## config.mk

```make
export PLATFORM = sky130hd
export DESIGN_NAME = jk_excite_driver_flat
export DESIGN_NICKNAME = d
export VERILOG_FILES = /design/src/rtl/jk_pkg.sv /design/src/rtl/jk_excite_driver_if.sv /design/src/rtl/jk_excite.sv /design/src/rtl/jk_excite_driver.sv /design/src/flat_wrapper.sv
export SDC_FILE = /design/constraint.sdc
export NUM_CORES = 1
export LEC_CHECK = 0
export ABC_AREA = 1
export BUFFER_PORTS_ARGS = -buffer_cell sky130_fd_sc_hd__buf_2
export CAP_MARGIN = 15
export CORE_MARGIN = 3
export CORE_UTILIZATION = 45
export CTS_BUF_LIST = sky130_fd_sc_hd__clkbuf_2
export CTS_CLUSTER_DIAMETER = 120
export CTS_CLUSTER_SIZE = 24
export DETAILED_ROUTE_END_ITERATION = 8
export GPL_TIMING_DRIVEN = 0
export PLACE_DENSITY_LB_ADDON = 0.05
export SLEW_MARGIN = 20
export SYNTH_ARGS = -nofsm -noshare
export SYNTH_HDL_FRONTEND = slang
export SYNTH_SLANG_ARGS = --single-unit
```

## constraint.sdc

```tcl
create_clock -name clk -period 4.22 [get_ports clk]
set_clock_uncertainty 0.05 [all_clocks]
set_input_delay 0.211 -clock clk [delete_from_list [all_inputs] [get_ports clk]]
set_output_delay 0.211 -clock clk [all_outputs]
set_load 0.005 [all_outputs]
```

## src/rtl/jk_pkg.sv

```systemverilog
// Shared types and the per-bit JK excitation rule used by the JK bank driver.
package jk_pkg;

  typedef enum logic [1:0] {
    INIT  = 2'd0,
    IDLE  = 2'd1,
    DRIVE = 2'd2,
    CHECK = 2'd3
  } jk_state_e;

  // Returns {j, k} that moves one JK flip-flop from cur to nxt; xfill resolves the don't-care.
  function automatic logic [1:0] jk_excite_bit(input logic cur, input logic nxt, input logic xfill);
    logic [1:0] jk;
    unique case ({cur, nxt})
      2'b00:   jk = {1'b0, xfill};
      2'b01:   jk = {1'b1, xfill};
      2'b10:   jk = {xfill, 1'b1};
      default: jk = {xfill, 1'b0};
    endcase
    return jk;
  endfunction

endpackage

```

## src/rtl/jk_excite_driver_if.sv

```systemverilog
// Target handshake plus the J/K drive and Q feedback of one JK register bank.
//
// Handshake: a target word transfers on a rising clk edge where tgt_valid and
// tgt_ready are both high. The source holds tgt_valid and tgt_data stable until
// that edge; tgt_ready depends only on the driver state, never on tgt_valid.
interface jk_excite_driver_if #(
  parameter int WIDTH = 4,
  parameter int CNT_W = 8
);
  logic             tgt_valid;
  logic             tgt_ready;
  logic [WIDTH-1:0] tgt_data;
  logic [WIDTH-1:0] j;
  logic [WIDTH-1:0] k;
  logic [WIDTH-1:0] q_fb;
  logic             done;
  logic             mismatch;
  logic [CNT_W-1:0] err_cnt;
  logic [WIDTH-1:0] model_q;

  modport master (
    output tgt_valid, tgt_data, q_fb,
    input  tgt_ready, j, k, done, mismatch, err_cnt, model_q
  );

  modport slave (
    input  tgt_valid, tgt_data, q_fb,
    output tgt_ready, j, k, done, mismatch, err_cnt, model_q
  );
endinterface

```

## src/rtl/jk_excite.sv

```systemverilog
// Combinational WIDTH-bit JK excitation: J/K that moves each flop from i_cur to i_nxt.
module jk_excite
  import jk_pkg::*;
#(
  parameter int WIDTH = 4,
  parameter bit XFILL = 1'b0
) (
  input  logic [WIDTH-1:0] i_cur,
  input  logic [WIDTH-1:0] i_nxt,
  output logic [WIDTH-1:0] o_j,
  output logic [WIDTH-1:0] o_k
);

  always_comb begin
    o_j = '0;
    o_k = '0;
    for (int i = 0; i < WIDTH; i++) begin
      {o_j[i], o_k[i]} = jk_excite_bit(i_cur[i], i_nxt[i], XFILL);
    end
  end

endmodule

```

## src/rtl/jk_excite_driver.sv

```systemverilog
// Drives a JK register bank toward accepted target words and self-checks the
// bank's Q feedback one cycle after each drive.
module jk_excite_driver
  import jk_pkg::*;
#(
  parameter int WIDTH = 4,
  parameter bit XFILL = 1'b0,
  parameter int CNT_W = 8
) (
  input  logic              clk,
  input  logic              rst,
  jk_excite_driver_if.slave bus,
  output jk_state_e         o_dbg_state
);

  jk_state_e        r_state;
  logic [WIDTH-1:0] r_tgt;
  logic [WIDTH-1:0] r_j;
  logic [WIDTH-1:0] r_k;
  logic             r_done;
  logic             r_mismatch;
  logic [CNT_W-1:0] r_err_cnt;
  logic [WIDTH-1:0] r_model_q;

  jk_state_e        w_state_nxt;
  logic [WIDTH-1:0] w_tgt_nxt;
  logic [WIDTH-1:0] w_j_nxt;
  logic [WIDTH-1:0] w_k_nxt;
  logic             w_done_nxt;
  logic             w_mismatch_nxt;
  logic [CNT_W-1:0] w_err_cnt_nxt;
  logic [WIDTH-1:0] w_model_q_nxt;
  logic [WIDTH-1:0] w_exc_j;
  logic [WIDTH-1:0] w_exc_k;

  // Excitation is taken from the tracked state, which is refreshed from q_fb
  // at every check, so a target accepted in the done cycle sees the real bank.
  jk_excite #(
    .WIDTH (WIDTH),
    .XFILL (XFILL)
  ) u_excite (
    .i_cur (r_model_q),
    .i_nxt (bus.tgt_data),
    .o_j   (w_exc_j),
    .o_k   (w_exc_k)
  );

  always_comb begin
    w_state_nxt    = r_state;
    w_tgt_nxt      = r_tgt;
    w_j_nxt        = '0;
    w_k_nxt        = '0;
    w_done_nxt     = 1'b0;
    w_mismatch_nxt = 1'b0;
    w_err_cnt_nxt  = r_err_cnt;
    w_model_q_nxt  = r_model_q;
    case (r_state)
      INIT: begin
        w_state_nxt = IDLE;
      end
      IDLE: begin
        if (bus.tgt_valid) begin
          w_tgt_nxt   = bus.tgt_data;
          w_j_nxt     = w_exc_j;
          w_k_nxt     = w_exc_k;
          w_state_nxt = DRIVE;
        end
      end
      DRIVE: begin
        w_state_nxt = CHECK;
      end
      CHECK: begin
        w_done_nxt     = 1'b1;
        w_mismatch_nxt = (bus.q_fb != r_tgt);
        if (w_mismatch_nxt && (r_err_cnt != '1)) begin
          w_err_cnt_nxt = r_err_cnt + 1'b1;
        end
        w_model_q_nxt = bus.q_fb;
        w_state_nxt   = IDLE;
      end
    endcase
  end

  // K is all-ones out of reset so the bank is cleared while rst is held and
  // once more during INIT.
  always_ff @(posedge clk) begin
    if (rst) begin
      r_state    <= INIT;
      r_tgt      <= '0;
      r_j        <= '0;
      r_k        <= '1;
      r_done     <= 1'b0;
      r_mismatch <= 1'b0;
      r_err_cnt  <= '0;
      r_model_q  <= '0;
    end else begin
      r_state    <= w_state_nxt;
      r_tgt      <= w_tgt_nxt;
      r_j        <= w_j_nxt;
      r_k        <= w_k_nxt;
      r_done     <= w_done_nxt;
      r_mismatch <= w_mismatch_nxt;
      r_err_cnt  <= w_err_cnt_nxt;
      r_model_q  <= w_model_q_nxt;
    end
  end

  assign bus.tgt_ready = (r_state == IDLE);
  assign bus.j         = r_j;
  assign bus.k         = r_k;
  assign bus.done      = r_done;
  assign bus.mismatch  = r_mismatch;
  assign bus.err_cnt   = r_err_cnt;
  assign bus.model_q   = r_model_q;
  assign o_dbg_state   = r_state;

endmodule

```

## src/flat_wrapper.sv

```systemverilog
// flat-port wrapper written by rule: the top's interface ports become plain ports
module jk_excite_driver_flat import jk_pkg::*;
#(
  parameter int WIDTH = 4,
  parameter bit XFILL = 1'b0,
  parameter int CNT_W = 8
)
  (clk, rst, o_dbg_state, bus_tgt_valid, bus_tgt_data, bus_q_fb, bus_tgt_ready, bus_j, bus_k, bus_done, bus_mismatch, bus_err_cnt, bus_model_q);
  jk_excite_driver_if #(.WIDTH(WIDTH), .CNT_W(CNT_W)) bus_i ();
  input  logic clk;
  input  logic rst;
  output jk_state_e o_dbg_state;
  input wire logic [$bits(bus_i.tgt_valid)-1:0] bus_tgt_valid;
  input wire logic [$bits(bus_i.tgt_data)-1:0] bus_tgt_data;
  input wire logic [$bits(bus_i.q_fb)-1:0] bus_q_fb;
  output wire logic [$bits(bus_i.tgt_ready)-1:0] bus_tgt_ready;
  output wire logic [$bits(bus_i.j)-1:0] bus_j;
  output wire logic [$bits(bus_i.k)-1:0] bus_k;
  output wire logic [$bits(bus_i.done)-1:0] bus_done;
  output wire logic [$bits(bus_i.mismatch)-1:0] bus_mismatch;
  output wire logic [$bits(bus_i.err_cnt)-1:0] bus_err_cnt;
  output wire logic [$bits(bus_i.model_q)-1:0] bus_model_q;
  assign bus_i.tgt_valid = bus_tgt_valid;
  assign bus_i.tgt_data = bus_tgt_data;
  assign bus_i.q_fb = bus_q_fb;
  assign bus_tgt_ready = bus_i.tgt_ready;
  assign bus_j = bus_i.j;
  assign bus_k = bus_i.k;
  assign bus_done = bus_i.done;
  assign bus_mismatch = bus_i.mismatch;
  assign bus_err_cnt = bus_i.err_cnt;
  assign bus_model_q = bus_i.model_q;
  jk_excite_driver #(.WIDTH(WIDTH), .XFILL(XFILL), .CNT_W(CNT_W)) u_core (.clk(clk), .rst(rst), .bus(bus_i), .o_dbg_state(o_dbg_state));
endmodule
```

* Word level (Yosys, flattened, before mapping)
Index checks and enable logic that the tools add are counted.
** Operators by class
- Add/sub/neg operators :: 1
- Bitwise operators :: 3
- Equal/unequal tests :: 14
- Reductions and logical operators :: 7
- Multiplexer cells :: 9
** Operators by type and width (number)
- $pmux 2 s2 :: 4
- $eq 2x2->1 const B :: 6
- $eq 2x1->1 const B :: 5
- $add 8x1->8 const B :: 1
- $mux 4 :: 2
- $ne 8x8->1 const B :: 1
- $pmux 2 s3 :: 1
- $ne 4x4->1 :: 1
- $reduce_and 2->1 :: 2
- $reduce_or 2->1 :: 2
- $not 1->1 :: 3
- $reduce_or 3->1 :: 1
- $logic_not 2->1 :: 1
- $mux 2 :: 1
- $ne 2x2->1 const B :: 1
- $logic_and 1x1->1 :: 1
- $mux 1 :: 1
** Storage, ports and cells
- Input port bits :: 11
- Flip-flop bits (word level) :: 28
- Logic and storage cells :: 42
- Output and inout bits :: 25

* Logic depth before layout (Yosys ltp)
- Depth in word-level cells :: 4
- Gate-level depth with buffers :: 9
- Mapped depth without buffers :: 9

* Cells and area by module
Synthesis repeated with hierarchy kept, for this count alone.
** Unflattened totals
- Cell total of the unflattened synthesis :: 195
- Area, all modules :: 1361.3 µm²
** Modules (own cells, without submodules)
- jk_excite_driver :: cells each 179, area each 1301.2 µm², times used 1, seq. area each 560.5 µm²
- jk_excite :: cells each 16, area each 60.1 µm², times used 1, seq. area each 0.0 µm²

* Worst setup path before layout
OpenSTA, ideal clock, no wires.
- Kind :: reg-to-reg
- From :: reg u_core.r_err_cnt[0], in the netlist u_core.bus.err_cnt[0]
- To :: reg u_core.r_err_cnt[0], in the netlist u_core.bus.err_cnt[0]
- Buffers on the path :: 0
- Stages on the path, launching flop included :: 9
- Data required time :: 4.042 ns
- Period minus slack after synthesis :: 1.371 ns
- Data arrival time :: 1.193 ns
- Setup time :: 0.128 ns
- Setup slack :: 2.849 ns
- Path through :: dfxtp_1 > ha_1 > nand2_2 > nor2_4 > nand3_4 > nand3_2 > nand2_1 > nand2_1 > nor2_1
** On the way
- Word-level cells in the longest chain between the ends :: 3
- Elaborated cells on any way between the ends :: 4
- Those cells by class :: 1 x add/sub; 1 x eq/ne; 2 x reduce/logical
** Ends and longest elaborated chain
- from (decl) :: RTL line jk_excite_driver.sv:22 : logic [CNT_W-1:0] r_err_cnt;
- from (signal assigned) :: RTL line jk_excite_driver.sv:103 : r_err_cnt <= w_err_cnt_nxt;
- parallel branches: the longest is 3 deep, another holds $add 8x1->8
Several ways; the timed one is not identified.
A chain may end at the register's enable or synchronous reset.

* Final worst setup path
Ends and elaborated chain as after synthesis.

==> run_results.csv <==
group,metric,value,unit
floorplanning,die_h,58.1,um
clocking,clkLatencyLatePin,0.37,ns
detailed_routing,wl_met2,1.28,mm
floorplanning,io_pins,36,
final_layout,drive_above_1_share,0.222,
placement,gp_congestion,0.742,
clocking,path_clk_slew,0.28,ns
placement,dpl.cell_count,226,
synth,synth_area,1220,um2
global_routing,antenna_found_initial,0,
synth,synth_nets,176,
timing,tns,0,ns
global_routing,track_usage,0.178,
clocking,postCtsSetupBuffers,0,
clocking,postCtsHoldBufs,5,
synth,yosysTopAreaCell,"dfxtp_1",
timing,maxSlewHeadroom,0.664,
detailed_routing,drtIter0Drc,42,
synth,seq_area_frac_synth,0.459,
clocking,cts_max_path_buffers,2,
placement,port_buffers,35,
worst_hold_path,min_path_type,"input pin to register",
worst_setup_path,critPathMaxFanout,10,
detailed_routing,wl_per_cell,11.5,um
synth,yosys_warnings,0,
detailed_routing,vias,1167,
final_layout,nets,223,
flow_run,cap_violations,0,
final_layout,fill_cells,246,
power,pwr_density_cell,374,nW/um2
clocking,cts_tree,"yes",
synth,synth_cells,161,
final_layout,final_cell_mix,"buf_2 (36), nand2_1 (34), dfxtp_1 (28)",
timing,worst_slew_pin_slew,0.504,ns
timing,setup_violations,0,
worst_setup_path,cp-end-kind,"register",
floorplanning,rows,18,
detailed_routing,via_per_inst,4.92,
timing,rsz0062_at_grt,"false",
clocking,cts-buffers-inserted,3,
timing,whs,0.0261,ns
detailed_routing,drt_pre_antenna_iters,5,
synth,syn_avg_cell_area,7.58,um2
power,cellLeakagePower,0.768,nW
timing,period_needed,1.56,ns
clocking,clock_sinks,28,
detailed_routing,wl_met3,126,um
detailed_routing,top_layer_used,"met4",
worst_setup_path,required,4.46,ns
global_routing,grt_pass1_vias,1092,
final_layout,finalNonFillerCells,237,
worst_setup_path,cp-start-kind,"register",
final_layout,mostFrequentLayoutCell,"buf_2",
global_routing,grt_max_degree,17,
placement,dp_hpwl,2.00,mm
final_layout,area_growth,26.9,%
global_routing,grt_pass1_wl,4.67,mm
synth,yosys_register_bits,28,
power,ir_worst_vdd,0.251,mV
floorplanning,start_util,0.484,
timing,slew_violations,0,
floorplanning,core,2520,um2
timing,fmax,642,MHz
floorplanning,die_area,3370,um2
synth,yosysUniqueCellTypes,22,
floorplanning,die_x,58.1,um
clocking,htree_num_levels,1,
global_routing,gr-total-overflow,0,
outcome,status,"finished clean",
detailed_routing,ant_nets,0,
timing,hold_viol,0,
synth,synth_top_area_share,0.459,
detailed_routing,drc,0,
timing,finalCritPeriodShare,0.369,
final_layout,num_antenna_cells,0,
worst_setup_path,arrival,1.79,ns
worst_setup_path,path_class,"register to register",
detailed_routing,met1Wirelength,1.30,mm
clocking,cts.repair.resized,0,
synth,yosys-top-cells-area,"dfxtp_1 (46%), nand2_1 (10%), inv_1 (7.1%)",
placement,dp_slack,2.69,ns
timing,worst_slack,2.66,ns
detailed_routing,totalWireLength,2.72,mm
clocking,clockRootBuffer,"clkbuf_2",
final timing paths:
kind,startpoint,endpoint,slack [ns],depth (start not counted)
hold / removal,bus_q_fb[2],u_core.bus.model_q[2],0.03,3
hold reg to reg,u_core.bus.model_q[3],u_core.bus.j[3],0.42,1
setup reg to reg,u_core.bus.err_cnt[0],u_core.bus.err_cnt[0],2.66,8
setup / recovery,u_core.bus.err_cnt[0],u_core.bus.err_cnt[0],2.66,8
critical path, stage by stage, from the launching register on:
cell,delay [ns]
dfxtp_1,0.47
ha_1,0.24
nand2_2,0.10
nor2_4,0.14
nand3_4,0.14
nand3_2,0.17
nand2_1,0.06
nand2_1,0.06
nor2_1,0.04
registers in the layout, indices dropped and copies added, names as in the netlist:
name                 count
u_core.bus.err_cnt       8
u_core.bus.j             4
u_core.bus.k             4
u_core.bus.model_q       4
u_core.r_tgt             4
u_core.o_dbg_state       2
u_core.bus.done          1
u_core.bus.mismatch      1
stage by stage:
| stage | total power, W | utilization | instance area, um2 |
|---|---|---|---|
| floorplan | 0.000371 | - | 1220 |
| global placement | 0.000409 | 0.568 | 1430 |
| detailed placement | 0.000415 | 0.568 | 1430 |
| CTS | 0.000582 | 0.606 | 1530 |
| global route | 0.000614 | 0.614 | 1550 |
| finish | 0.000579 | 0.614 | 1550 |
per-layer routing:
layer	up-vias	GRT usage
met5	-	0
met4	0	0.0695
met3	2	0.0267
met2	27	0.305
met1	527	0.222
li1	611	-
kinds of logic after synthesis:
family,synth area share
xor gates and xnor gates,0.00718
and+or+nand+nor,0.307
buffers and inverters,0.0872
AOI/OAI and AO/OA,0.0985
DFF,0.459
adders and majority gates,0.0410
where the power goes:
| group | switching [W] | internal (W) |
|---|---|---|
| clock network | 0.0000841 | 0.0000814 |
| registers | 0.0000187 | 0.000288 |
| logic | 0.0000599 | 0.0000463 |
area by class of cell:
class                   instances  area (um2)  share of cell area
clock inverters                 1        30.0              0.0194
plain buffers                   3        12.5             0.00808
flip-flops and latches         28         561               0.362
clock buffers                   3        15.0             0.00970
well taps                      30        37.5              0.0243
multi-input cells             105         553               0.357
inverters                      25        93.8              0.0606
repair buffers                 42         245               0.158
cells in the mapped netlist, drive strengths merged:
master	count
a21boi	1
a21oi	7
buf	1
clkbuf	2
clkinv	2
dfxtp	28
ha	4
inv	23
nand2	36
nand3	10
nand3b	2
nand4	8
nor2	21
nor3	2
o21a	1
o21ai	8
o31ai	4
xor2	1
Power figures use the tool's default switching activity.
